`config.mk`:
```
export PLATFORM = sky130hd
export DESIGN_NAME = uart_tx_fifo_flat
export DESIGN_NICKNAME = d
export VERILOG_FILES = /design/src/rtl/uart_tx_fifo_if.sv /design/src/rtl/uart_tx_fifo.sv /design/src/flat_wrapper.sv
export SDC_FILE = /design/constraint.sdc
export NUM_CORES = 1
export LEC_CHECK = 0
export ABC_AREA = 1
export CORE_ASPECT_RATIO = 1.5
export CORE_MARGIN = 5
export CORE_UTILIZATION = 55
export DETAILED_ROUTE_END_ITERATION = 10
export PLACE_DENSITY = 0.74
export SYNTH_ARGS = -nofsm -noshare
export SYNTH_HDL_FRONTEND = slang
export SYNTH_SLANG_ARGS = --single-unit
```
`constraint.sdc`:
```
create_clock -name clk -period 2.8 [get_ports clk]
set_clock_uncertainty 0.1 [all_clocks]
set_input_delay 0.56 -clock clk [delete_from_list [all_inputs] [get_ports clk]]
set_output_delay 0.56 -clock clk [all_outputs]
set_load 0.005 [all_outputs]
```
`src/rtl/uart_tx_fifo_if.sv`:
```
// Transmit-side handshake bundle for uart_tx_fifo: write port, FIFO flags,
// frame status and the serial line.
interface uart_tx_fifo_if #(
   parameter int PAYLOAD_BITS = 8
);
   logic                    i_wr_en;
   logic [PAYLOAD_BITS-1:0] i_data;
   logic                    o_full;
   logic                    o_empty;
   logic                    o_overflow;
   logic                    o_tx_busy;
   logic                    o_tx_done;
   logic                    o_serial_data;

   modport master (
      output i_wr_en, i_data,
      input  o_full, o_empty, o_overflow, o_tx_busy, o_tx_done, o_serial_data
   );

   modport slave (
      input  i_wr_en, i_data,
      output o_full, o_empty, o_overflow, o_tx_busy, o_tx_done, o_serial_data
   );
endinterface

```
`src/rtl/uart_tx_fifo.sv`:
```
// UART transmitter fed by a small FIFO; frames are sent back to back while
// data is queued, with optional parity and one or two stop bits.
module uart_tx_fifo #(
   parameter int BIT_RATE     = 115200,
   parameter int CLK_FREQ     = 10_000_000,
   parameter int PAYLOAD_BITS = 8,
   parameter int FIFO_DEPTH   = 4,
   parameter int PARITY       = 0,
   parameter int STOP_BITS    = 1
) (
   input  logic           clk,
   input  logic           reset,
   uart_tx_fifo_if.slave  bus
);
   localparam int CPB   = CLK_FREQ / BIT_RATE;
   localparam int CNT_W = (CPB > 1) ? $clog2(CPB) : 1;
   localparam int PTR_W = (FIFO_DEPTH > 1) ? $clog2(FIFO_DEPTH) : 1;
   localparam int BIT_W = $clog2(PAYLOAD_BITS + 1);

   localparam logic [CNT_W-1:0] CNT_LAST  = CNT_W'(CPB - 1);
   localparam logic [BIT_W-1:0] DATA_LAST = BIT_W'(PAYLOAD_BITS - 1);
   localparam logic [BIT_W-1:0] STOP_LAST = BIT_W'(STOP_BITS - 1);
   localparam logic [PTR_W:0]   FIFO_FULL = (PTR_W + 1)'(FIFO_DEPTH);

   typedef enum logic [2:0] {S_IDLE, S_START, S_DATA, S_PARITY, S_STOP} state_e;

   logic [PAYLOAD_BITS-1:0] mem_q [FIFO_DEPTH];
   logic [PTR_W-1:0]        wr_ptr_q, rd_ptr_q;
   logic [PTR_W:0]          count_q;
   logic                    overflow_q;
   logic                    full, empty, push, pop;

   assign full  = (count_q == FIFO_FULL);
   assign empty = (count_q == '0);
   assign push  = bus.i_wr_en & ~full;

   always_ff @(posedge clk or posedge reset) begin
      if (reset) begin
         wr_ptr_q   <= '0;
         rd_ptr_q   <= '0;
         count_q    <= '0;
         overflow_q <= 1'b0;
      end else begin
         if (push) wr_ptr_q <= wr_ptr_q + PTR_W'(1);
         if (pop)  rd_ptr_q <= rd_ptr_q + PTR_W'(1);
         case ({push, pop})
            2'b10:   count_q <= count_q + (PTR_W + 1)'(1);
            2'b01:   count_q <= count_q - (PTR_W + 1)'(1);
            default: count_q <= count_q;
         endcase
         overflow_q <= bus.i_wr_en & full;
      end
   end

   // NOTE: storage has no reset; the occupancy count alone decides what is valid.
   always_ff @(posedge clk) begin
      if (push) mem_q[wr_ptr_q] <= bus.i_data;
   end

   state_e                  state_q, state_d;
   logic [CNT_W-1:0]        cnt_q, cnt_d;
   logic [BIT_W-1:0]        idx_q, idx_d;
   logic [PAYLOAD_BITS-1:0] shift_q, shift_d;
   logic                    parity_q, parity_d;
   logic                    serial_q, serial_d;
   logic                    bit_end;

   assign bit_end = (cnt_q == CNT_LAST);

   always_ff @(posedge clk or posedge reset) begin
      if (reset) begin
         state_q  <= S_IDLE;
         cnt_q    <= '0;
         idx_q    <= '0;
         shift_q  <= '0;
         parity_q <= 1'b0;
         serial_q <= 1'b1;
      end else begin
         state_q  <= state_d;
         cnt_q    <= cnt_d;
         idx_q    <= idx_d;
         shift_q  <= shift_d;
         parity_q <= parity_d;
         serial_q <= serial_d;
      end
   end

   // NOTE: every next-state signal is defaulted first so no path infers a latch.
   always_comb begin
      state_d  = state_q;
      cnt_d    = cnt_q + CNT_W'(1);
      idx_d    = idx_q;
      shift_d  = shift_q;
      parity_d = parity_q;
      serial_d = serial_q;
      pop      = 1'b0;

      unique case (state_q)
         S_IDLE: begin
            cnt_d    = '0;
            serial_d = 1'b1;
            pop      = ~empty;
         end
         S_START: if (bit_end) begin
            state_d  = S_DATA;
            cnt_d    = '0;
            idx_d    = '0;
            serial_d = shift_q[0];
            shift_d  = shift_q >> 1;
         end
         S_DATA: if (bit_end) begin
            cnt_d = '0;
            if (idx_q == DATA_LAST) begin
               idx_d = '0;
               if (PARITY != 0) begin
                  state_d  = S_PARITY;
                  serial_d = parity_q;
               end else begin
                  state_d  = S_STOP;
                  serial_d = 1'b1;
               end
            end else begin
               idx_d    = idx_q + BIT_W'(1);
               serial_d = shift_q[0];
               shift_d  = shift_q >> 1;
            end
         end
         S_PARITY: if (bit_end) begin
            state_d  = S_STOP;
            cnt_d    = '0;
            idx_d    = '0;
            serial_d = 1'b1;
         end
         S_STOP: if (bit_end) begin
            cnt_d = '0;
            if (idx_q == STOP_LAST) begin
               state_d  = S_IDLE;
               serial_d = 1'b1;
               pop      = ~empty;
            end else begin
               idx_d = idx_q + BIT_W'(1);
            end
         end
         default: state_d = S_IDLE;
      endcase

      // Popping always begins a new frame with the start bit on the next cycle.
      if (pop) begin
         state_d  = S_START;
         cnt_d    = '0;
         serial_d = 1'b0;
         shift_d  = mem_q[rd_ptr_q];
         parity_d = (^mem_q[rd_ptr_q]) ^ (PARITY == 2);
      end
   end

   assign bus.o_full        = full;
   assign bus.o_empty       = empty;
   assign bus.o_overflow    = overflow_q;
   assign bus.o_tx_busy     = (state_q != S_IDLE);
   assign bus.o_tx_done     = (state_q == S_STOP) && bit_end && (idx_q == STOP_LAST);
   assign bus.o_serial_data = serial_q;
endmodule
```
`src/flat_wrapper.sv`:
```
// flat-port wrapper written by rule: the top's interface ports become plain ports
module uart_tx_fifo_flat 
#(
   parameter int BIT_RATE     = 115200,
   parameter int CLK_FREQ     = 10_000_000,
   parameter int PAYLOAD_BITS = 8,
   parameter int FIFO_DEPTH   = 4,
   parameter int PARITY       = 0,
   parameter int STOP_BITS    = 1
)
  (clk, reset, bus_i_wr_en, bus_i_data, bus_o_full, bus_o_empty, bus_o_overflow, bus_o_tx_busy, bus_o_tx_done, bus_o_serial_data);
  uart_tx_fifo_if #(.PAYLOAD_BITS(PAYLOAD_BITS)) bus_i ();
  input  logic clk;
  input  logic reset;
  input wire logic [$bits(bus_i.i_wr_en)-1:0] bus_i_wr_en;
  input wire logic [$bits(bus_i.i_data)-1:0] bus_i_data;
  output wire logic [$bits(bus_i.o_full)-1:0] bus_o_full;
  output wire logic [$bits(bus_i.o_empty)-1:0] bus_o_empty;
  output wire logic [$bits(bus_i.o_overflow)-1:0] bus_o_overflow;
  output wire logic [$bits(bus_i.o_tx_busy)-1:0] bus_o_tx_busy;
  output wire logic [$bits(bus_i.o_tx_done)-1:0] bus_o_tx_done;
  output wire logic [$bits(bus_i.o_serial_data)-1:0] bus_o_serial_data;
  assign bus_i.i_wr_en = bus_i_wr_en;
  assign bus_i.i_data = bus_i_data;
  assign bus_o_full = bus_i.o_full;
  assign bus_o_empty = bus_i.o_empty;
  assign bus_o_overflow = bus_i.o_overflow;
  assign bus_o_tx_busy = bus_i.o_tx_busy;
  assign bus_o_tx_done = bus_i.o_tx_done;
  assign bus_o_serial_data = bus_i.o_serial_data;
  uart_tx_fifo #(.BIT_RATE(BIT_RATE), .CLK_FREQ(CLK_FREQ), .PAYLOAD_BITS(PAYLOAD_BITS), .FIFO_DEPTH(FIFO_DEPTH), .PARITY(PARITY), .STOP_BITS(STOP_BITS)) u_core (.clk(clk), .reset(reset), .bus(bus_i));
endmodule
```
==> metrics.md <==
| Metric | Value |
|---|---|
| Outcome | `complete, no violations` |
| Crit path cell chain | `inv_1, ha_1, nand3_1, nor2_4, nand2_2, inv_1, clkdlybuf4s50_1` |
| Clk sinks | `63` |
| # DRC | `0` |
| Post-Syn Nets | `338` |
| Met2 routed WL | `2848 µm` |
| Pin count of the biggest net entering global routing | `32` |
| Cells on worst reg2reg path | `14` |
| Post-synthesis sequential area ratio | `0.5807` |
| Commonest non-fill, non-tap cells in the layout | `nand2_1, nor2_1, inv_1` |
| Fillers | `426` |
| Mapped cell area | `2993 µm²` |
| Syn-to-layout area delta | `16.72%` |
| Clock buffer count from CTS | `9` |
| CP Max Fanout | `5` |
| WS Path Type | `flop to output port` |
| Die footprint | `7047 µm²` |
| Post_cts resized | `0` |
| Initial antenna violation count | `0` |
| Chip Height | `100.3 µm` |
| CP Launch Type | `flop` |
| Critical Path RT | `2.14 ns` |
| Clock power share | `0.382` |
| F_max | `0.3918 GHz` |
| Switch Pwr | `0.5645 mW` |
| H-tree depth | `3` |
| Total negative slack | `0 ns` |
| Number of diodes | `0` |
| Syn Inst Count | `317` |
| Hold_buf cts | `0` |
| Multi-input logic area | `1062 µm²` |
| Worst vdd ir | `0.0004928 V` |
| Root buf cell | `clkbuf_8` |
| Width of the die | `70.23 µm` |
| CP max stage cell | `clkdlybuf4s50_1` |
| Final hold violations | `0` |
| Postcts setup bufs | `0` |
| Crit path time final | `2.553 ns` |
| CP arrival | `1.89 ns` |
| Area after DPL | `3258 µm²` |
| GRT Residual Overflow | `0` |
| Total GRT Usage | `0.1634` |
| Worst Setup End Kind | `output port` |
| DRT Pass-1 Iters | `4` |
| Pre-CTS WS | `0.2587 ns` |
| Layout cells sized above 1 | `0.1086` |
| Cell variety after synth | `31` |
| Clock Latency Late Sink | `0.33 ns` |
| P_int | `1.833 mW` |
| Via density | `5.133` |
| Hold Crit Depth | `2` |
| Synthesized flop and latch total | `63` |
| ANT nets after route | `0` |
| Setup ws final | `0.2474 ns` |
| Slew HR | `0.6432` |
| Switching share of total power | `0.2355` |
| Crit-path most repeated cell | `inv_1` |
| HPWL Detailed | `3994 µm` |
| Core footprint | `5368 µm²` |
| P_leak | `1.533 nW` |
| First-pass GRT wire length | `8901 µm` |
| RSZ-0062 raised after global routing | `no` |
| Initial Utilization | `0.5576` |
| Top layer in use | `met4` |
| Starting DRT DRC Count | `73` |
| TritonCTS clock tree | `built` |
| Avg WL per Cell | `12.59 µm` |
| Pwr per Cell Area | `686.2 nW/µm²` |
| Synthesis Warnings | `0` |
| Most common cell after layout, fill and taps aside | `nand2_1` |
| Final setup viols | `0` |
| Nets | `366` |
| Clk buf depth | `2` |
| CP max stage delay | `0.48 ns` |
| Max Slew Vio Count | `0` |
| Clk slew on worst S/H paths | `0.07 ns` |
| Combinational Power Share | `0.132` |
| Max-cap viol count | `0` |
| Num rows | `33` |
| Fin crit share | `0.9116` |
| I/O pin total | `17` |
| Post-Route Utilization | `0.6508` |
| Routability cong. | `0.8637` |
| Post-route cell area | `3493 µm²` |
| Min Hold Slack | `0.3959 ns` |
| Met1 WL | `2130 µm` |
| DR WL met3 | `184 µm` |
| Vias in the first global route | `2053` |
| Vias post-DR | `2156` |
| Sequential share of power | `0.486` |
| I/O Buffers | `16` |
| WL final | `5289 µm` |
| Register area | `1738 µm²` |
| Min-delay worst type | `flop to flop` |
| Avg Inst Size Synth | `9.441 µm²` |
| Worst slew pin tran | `0.5311 ns` |
## layout make-up
type	instances	area share
well taps	70	0.02507
inverters	42	0.04513
multi-input cells	206	0.3041
clock inverters	7	0.03188
flip-flops and latches	63	0.4975
repair buffers	23	0.06089
clock buffers	9	0.03546
## worst paths after layout
check / start / to / slack [ns]
min in group asynchronous: reset / u_core.cnt_q[5] / 0.51
min reg2reg: u_core.bus.o_serial_data / u_core.bus.o_serial_data / 0.40
min: u_core.bus.o_serial_data / u_core.bus.o_serial_data / 0.40
max in group asynchronous: reset / u_core.bus.o_serial_data / 1.77
max: u_core.idx_q[0] / bus_o_tx_done / 0.25
max reg2reg: u_core.idx_q[0] / u_core.count_q[2] / 0.25
## per-stage QoR
step,cells,power [mW]
final,420,2.397
after global routing,420,2.517
after CTS,420,2.424
after detailed placement,404,1.510
after global placement,404,1.493
after floorplan,317,1.363
## registers in the layout, summed over array words and instances, names as in the netlist
register / cells
u_core.bus.o_serial_data: 1
u_core.bus.o_overflow: 1
u_core.cnt_q: 7
u_core.state_q: 3
u_core.wr_ptr_q: 2
u_core.mem_q: 32
u_core.count_q: 3
u_core.rd_ptr_q: 2
u_core.shift_q: 8
u_core.idx_q: 4
## kinds of logic after synthesis
family	Yosys count	share of synthesized area
simple gates	150	0.2199
flops	63	0.5807
buf+inv	48	0.06438
compound gates	39	0.07023
fa+ha+maj	10	0.04432
xor+xnor	7	0.02049
## power groups by stage
stage	combinational [mW]	clock, mW	sequential [mW]
3_5_place_dp	0.325	0	1.18
5_1_grt	0.362	0.979	1.18
3_3_place_gp	0.313	0	1.18
6_report	0.316	0.916	1.17
4_1_cts	0.326	0.932	1.17
2_1_floorplan	0.190	0	1.17
## synth_stat cells
cell type	count	area (µm²)
nand2_2	6	37.54
nand3b_1	1	7.510
o21ai_0	25	125.1
edfxtp_1	32	960.9
nor2_4	1	11.26
buf_6	1	11.26
xor2_1	5	43.79
o21ai_1	4	20.02
nor2_1	49	183.9
nand4_1	5	31.28
a21oi_1	4	20.02
xnor2_1	2	17.52
o22ai_1	4	25.02
ha_1	9	112.6
nand3_1	25	125.1
nor2_2	3	18.77
inv_2	2	7.510
o21ai_2	1	8.760
nor3_1	3	15.01
dfstp_2	1	26.28
clkinv_1	1	3.750
nand2_1	54	202.7
nand3_2	1	10.01
fa_1	1	20.02
dfrtp_1	30	750.7
clkbuf_1	3	11.26
buf_2	1	5.000
inv_1	39	146.4
a21boi_2	1	11.26
buf_4	1	7.510
nor3b_1	2	15.01
## worst max-delay path, delay by kind of cell (launching register included)
kind | cells | cell delay [ns]
AND/OR/NAND/NOR | 3 | 0.37
flip-flops | 1 | 0.42
adder cells (fa/ha/maj) | 1 | 0.15
buffers and inverters | 3 | 0.62
## routing by layer
metal | global-route usage | vias to the layer above
li1 | - | 1086
met1 | 0.1696 | 1020
met2 | 0.2915 | 38
met3 | 0.04910 | 12
met4 | 0.08850 | 0
met5 | 0 | -
Power figures use the tool's default switching activity.
